**src/rtl/sum_accumulator.sv**
```systemverilog
// Sums {carry,sum} beats into a group total. Total is valid from the closing-beat edge.
// in_ready is low while a total is held; the handoff cycle is a bubble.
module sum_accumulator #(
  parameter int BITS     = 8,
  parameter int BEATS    = 4,
  parameter int ACC_BITS = 12
) (
  input  logic                         clock,
  input  logic                         reset,
  input  logic                         in_valid,
  output logic                         in_ready,
  input  logic                         carry,
  input  logic [BITS-1:0]              sum,
  input  logic                         in_last,
  output logic                         out_valid,
  input  logic                         out_ready,
  output logic [ACC_BITS-1:0]          out_total,
  output logic [$clog2(BEATS+1)-1:0]   out_count,
  output logic                         out_overflow
);

  localparam int CW = $clog2(BEATS + 1);

  typedef enum logic {ACCUM, HOLD} state_t;

  state_t            state, state_nxt;
  logic [ACC_BITS-1:0] acc, acc_nxt;
  logic [CW-1:0]     count, count_nxt;
  logic              ovf, ovf_nxt;

  logic [ACC_BITS:0] beat_ext;
  logic [ACC_BITS:0] add_full;
  logic [CW-1:0]     count_inc;
  logic              accept;

  // one spare bit on the adder captures the wrap as the overflow flag
  assign beat_ext  = {{(ACC_BITS-BITS){1'b0}}, carry, sum};
  assign add_full  = {1'b0, acc} + beat_ext;
  assign count_inc = count + 1'b1;
  assign accept    = in_valid && in_ready;

  always_ff @(posedge clock or posedge reset) begin
    if (reset) begin
      state <= ACCUM;
      acc   <= '0;
      count <= '0;
      ovf   <= 1'b0;
    end else begin
      state <= state_nxt;
      acc   <= acc_nxt;
      count <= count_nxt;
      ovf   <= ovf_nxt;
    end
  end

  always_comb begin
    state_nxt = state;
    acc_nxt   = acc;
    count_nxt = count;
    ovf_nxt   = ovf;
    case (state)
      ACCUM: begin
        if (accept) begin
          acc_nxt   = add_full[ACC_BITS-1:0];
          ovf_nxt   = ovf | add_full[ACC_BITS];
          count_nxt = count_inc;
          if (in_last || (count_inc == CW'(BEATS)))
            state_nxt = HOLD;
        end
      end
      HOLD: begin
        if (out_ready) begin
          acc_nxt   = '0;
          count_nxt = '0;
          ovf_nxt   = 1'b0;
          state_nxt = ACCUM;
        end
      end
      default: state_nxt = ACCUM;
    endcase
  end

  // all outputs decode registered state only
  assign in_ready     = (state == ACCUM);
  assign out_valid    = (state == HOLD);
  assign out_total    = acc;
  assign out_count    = count;
  assign out_overflow = ovf;

endmodule

```
**config.mk**
```make
export PLATFORM = sky130hd
export DESIGN_NAME = sum_accumulator
export DESIGN_NICKNAME = d
export VERILOG_FILES = /design/src/rtl/sum_accumulator.sv
export SDC_FILE = /design/constraint.sdc
export NUM_CORES = 1
export LEC_CHECK = 0
export BUFFER_PORTS_ARGS = -buffer_cell sky130_fd_sc_hd__buf_2
export CAP_MARGIN = 20
export CORE_AREA = 2 2 48 54
export DETAILED_ROUTE_END_ITERATION = 7
export DIE_AREA = 0 0 50 56
export PLACE_DENSITY = 0.75
export SLEW_MARGIN = 5
export SYNTH_ARGS = -nofsm -noshare
export SYNTH_HDL_FRONTEND = slang
export SYNTH_SLANG_ARGS = --single-unit
```
**constraint.sdc**
```tcl
create_clock -name clock -period 2.45 [get_ports clock]
set_clock_uncertainty 0.05 [all_clocks]
set_input_delay 0.49 -clock clock [delete_from_list [all_inputs] [get_ports clock]]
set_output_delay 0.49 -clock clock [all_outputs]
set_load 0.03 [all_outputs]
```
==> out/summary.md <==
## Outcome
* **result of the run** finished, final reports clean

## Flow run
* **Maximum Capacitance Violations** 0

## Power
* **internal cell power** 855 uW
* **switching power summed over all nets** 834 uW
* **Tot Pwr** 1.69 mW
* **highest ir drop seen on vdd** 0.786 mV
* **fraction of power consumed by sequential logic** 29.3%
* **proportion of total power due to net switching** 49.4%
* **Lkg Pwr** 0.704 nW
* **part of the power in the clock network** 9.1%
* **logic gate share of total power** 61.6%
* **power density over the cells** 1290 mW/mm2

## Clocking
* **Longest Clk Path Bufs** 2
* **CTS Hold Buffers Added** 0
* **TritonCTS sink count** 17
* **Clk Latency, worst-skew pair** 290 ps
* **clock buffer count from CTS** 3
* **clock tree from TritonCTS** yes
* **clk root buf** clkbuf_4
* **H-tree levels** 1
* **# resized after CTS** 0
* **number of buffers added for setup after CTS** 0
* **clock slew at reported path FFs** 100 ps

## Finish
* **finished layout cell area** 0.00131 mm2
* **# diodes** 0
* **Area Growth Syn to Fin** 20.3%
* **number of nets in the layout** 172
* **# fillers** 211
* **Util after Layout** 58.8%
* **post-layout instance count excluding filler cells** 175
* **layout cells sized above 1** 27.6%
* **area of the multi-input gates** 641 um2
* **sequential cell area** 425 um2

## Detailed routing
* **total wire length** 2290 um
* **Routed Antenna Nets** 0
* **Detailed Route Iter0 Violations** 17
* **DRC errors left** 0
* **length of the first detailed-routing pass in iterations** 4
* **Via Count** 935
* **WL per Instance** 13.1 um
* **vias per cell** 5.34

## Critical path
* **Worst Setup Start Kind** register
* **maximum fanout count along the critical path** 3
* **first element of the critical path** out_total[0]$_DFFE_PP0P_
* **Reg-to-Reg Start** out_total[0]$_DFFE_PP0P_
* **data required time at the worst endpoint** 2600 ps
* **endpoint arrival time on the critical path** 2320 ps
* **number of buffer and inverter instances along the worst setup path** 0
* **cells traversed along the worst timing path** ha_1, fa_1, a21o_1, a31o_2, a2111oi_2, nor3_1, o31ai_1
* **critical path endpoint category** register
* **number of cells traversed by the worst register-to-register path** 7
* **Slowest cell on crit path** dfrtp_1
* **critical path depth in cells** 7
* **type of the setup path with the least slack** register to register
* **max incr delay on CP** 410 ps
* **crit-path leading delay family** compound AO/OA/AOI/OAI gates

## Die
* **Std-Cell Core Area** 0.00223 mm2
* **I/O pin count** 32
* **die width** 50 um
* **Total Die Area** 0.00280 mm2
* **Die Y-Extent** 56 um
* **initial core utilization** 48.9%
* **standard-cell rows** 18

## Timing
* **final max-slew violation count** 0
* **setup repair after global routing missed its margin** false
* **part of the cycle the worst path needs** 88.4%
* **relative slew slack** 56.5%
* **worst slew pin tran** 652 ps
* **Final Critical Period** 2170 ps
* **maximum clock frequency** 0.462 GHz
* **setup total negative slack** 0 ps
* **Setup Viol. Count Final** 0
* **final hold vios** 0

## Place
* **Buffers on Ports** 31
* **placed wire-length estimate after detailed placement** 1720 um
* **Inst Count DP** 171
* **placed instance area** 0.00128 mm2
* **final RePlAce weighted congestion** 0.877

## Logic synthesis
* **share of async-settable or async-resettable flops after synthesis** 100%
* **Cell variety after synth** 30
* **mean cell area of the mapped netlist** 9.82 um2
* **nets in the synthesized netlist** 137
* **Cells after Synth** 111
* **most used flip-flop cell after synthesis** dfrtp_1
* **number of enable flip-flop cells after synthesis** 0
* **Synth Warn #** 0
* **post-synthesis register bit count** 17
* **Post-Synthesis Cell Area** 0.00109 mm2
* **sequential share of the synthesized area** 39.0%

## Hold path
* **worst min-delay path class** primary input to asynchronous set/reset pin

## Global route
* **first-pass GRT wire length** 3860 um
* **gr ovfl total** 0
* **antenna violations before repair** 0
* **number of global-route vias before repair** 902
* **GRT Resource Usage Total** 17.7%
* **largest net degree at the start of global routing** 18

[routing by layer]
metal,track usage [%],part of all wire (%)
met5,0,0
met3,2.69,4.7
met1,23.0,50
met4,7.14,1.2
met2,28.8,44
[through the flow]
stage | setup slack, ps | hold WS, ps
detailed placement | 87.1 | 436
global placement | 131 | 431
floorplan | 256 | 366
finish | 284 | 218
global route | 127 | 290
CTS | 265 | 258
[synth_stat cells, types with 3 or more instances]
library cell	instances	area share, %
dfrtp_1	17	39
nand2_1	16	5.5
ha_1	11	13
o21ai_0	11	5.1
a21oi_1	7	3.2
a21o_1	6	4.1
xor2_1	5	4.0
and3_1	4	2.3
a22o_1	3	2.4
inv_1	3	1.0
xnor2_1	3	2.4
[power by group through the flow]
stage	Combinational, mW	Clock, mW	Sequential (mW)
2_1_floorplan	0.580	0	0.708
3_3_place_gp	1.03	0	0.493
3_5_place_dp	1.04	0	0.500
4_1_cts	1.04	0.156	0.496
5_1_grt	1.15	0.166	0.520
6_report	1.04	0.153	0.495
[final cells by class]
class / count / area share [%]
Tap cell: 30 / 2.86
Sequential cell: 17 / 32.4
Inverter: 3 / 0.859
Multi-Input combinational cell: 88 / 48.9
Clock buffer: 4 / 2.00
Timing Repair Buffer: 33 / 13.0
[worst register-to-register path, stage by stage, from the launching register on]
cell and delay [ps]:
dfrtp_1 410, ha_1 220, fa_1 410, a21o_1 200, a31o_2 260, a2111oi_2 360
nor3_1 100, o31ai_1 70
[cells in the final DEF (no fill, tap or decap), types with 2 or more instances in the layout]
cell,instances
buf_2,31
dfrtp_1,17
nand2_1,16
o21ai_0,11
ha_1,11
a21oi_1,7
a21o_1,6
xor2_1,5
and3_1,4
a22o_1,3
inv_1,3
xnor2_1,3
clkbuf_4,3
a31o_2,2
o21ai_1,2
o211ai_1,2
o31ai_1,2
nor3_1,2
buf_4,2
[cells by family after synthesis]
kind of cell    count (synthesis)  share of synthesized area, %
compound gates                 41                          26.3
xor+xnor                        8                          6.43
fa+ha+maj                      12                          14.5
simple gates                   26                          10.7
mux                             1                         0.919
buf+inv                         6                          2.18
flops                          17                          39.0
[sequential cells by signal, indices dropped and copies added, names as in the netlist]
register and flops:
out_count 3, out_total 12, out_valid 1, out_overflow 1
[worst paths after layout]
kind	end	slack, ps
max	out_total[10]$_DFFE_PP0P_	280
max in group asynchronous	out_total[8]$_DFFE_PP0P_	1710
min	out_total[5]$_DFFE_PP0P_	220
min in group clock	out_valid$_DFF_PP0_	350
max reg2reg	out_total[10]$_DFFE_PP0P_	280
min reg2reg	out_overflow$_DFFE_PP0P_	450
Power figures use the tool's default switching activity.
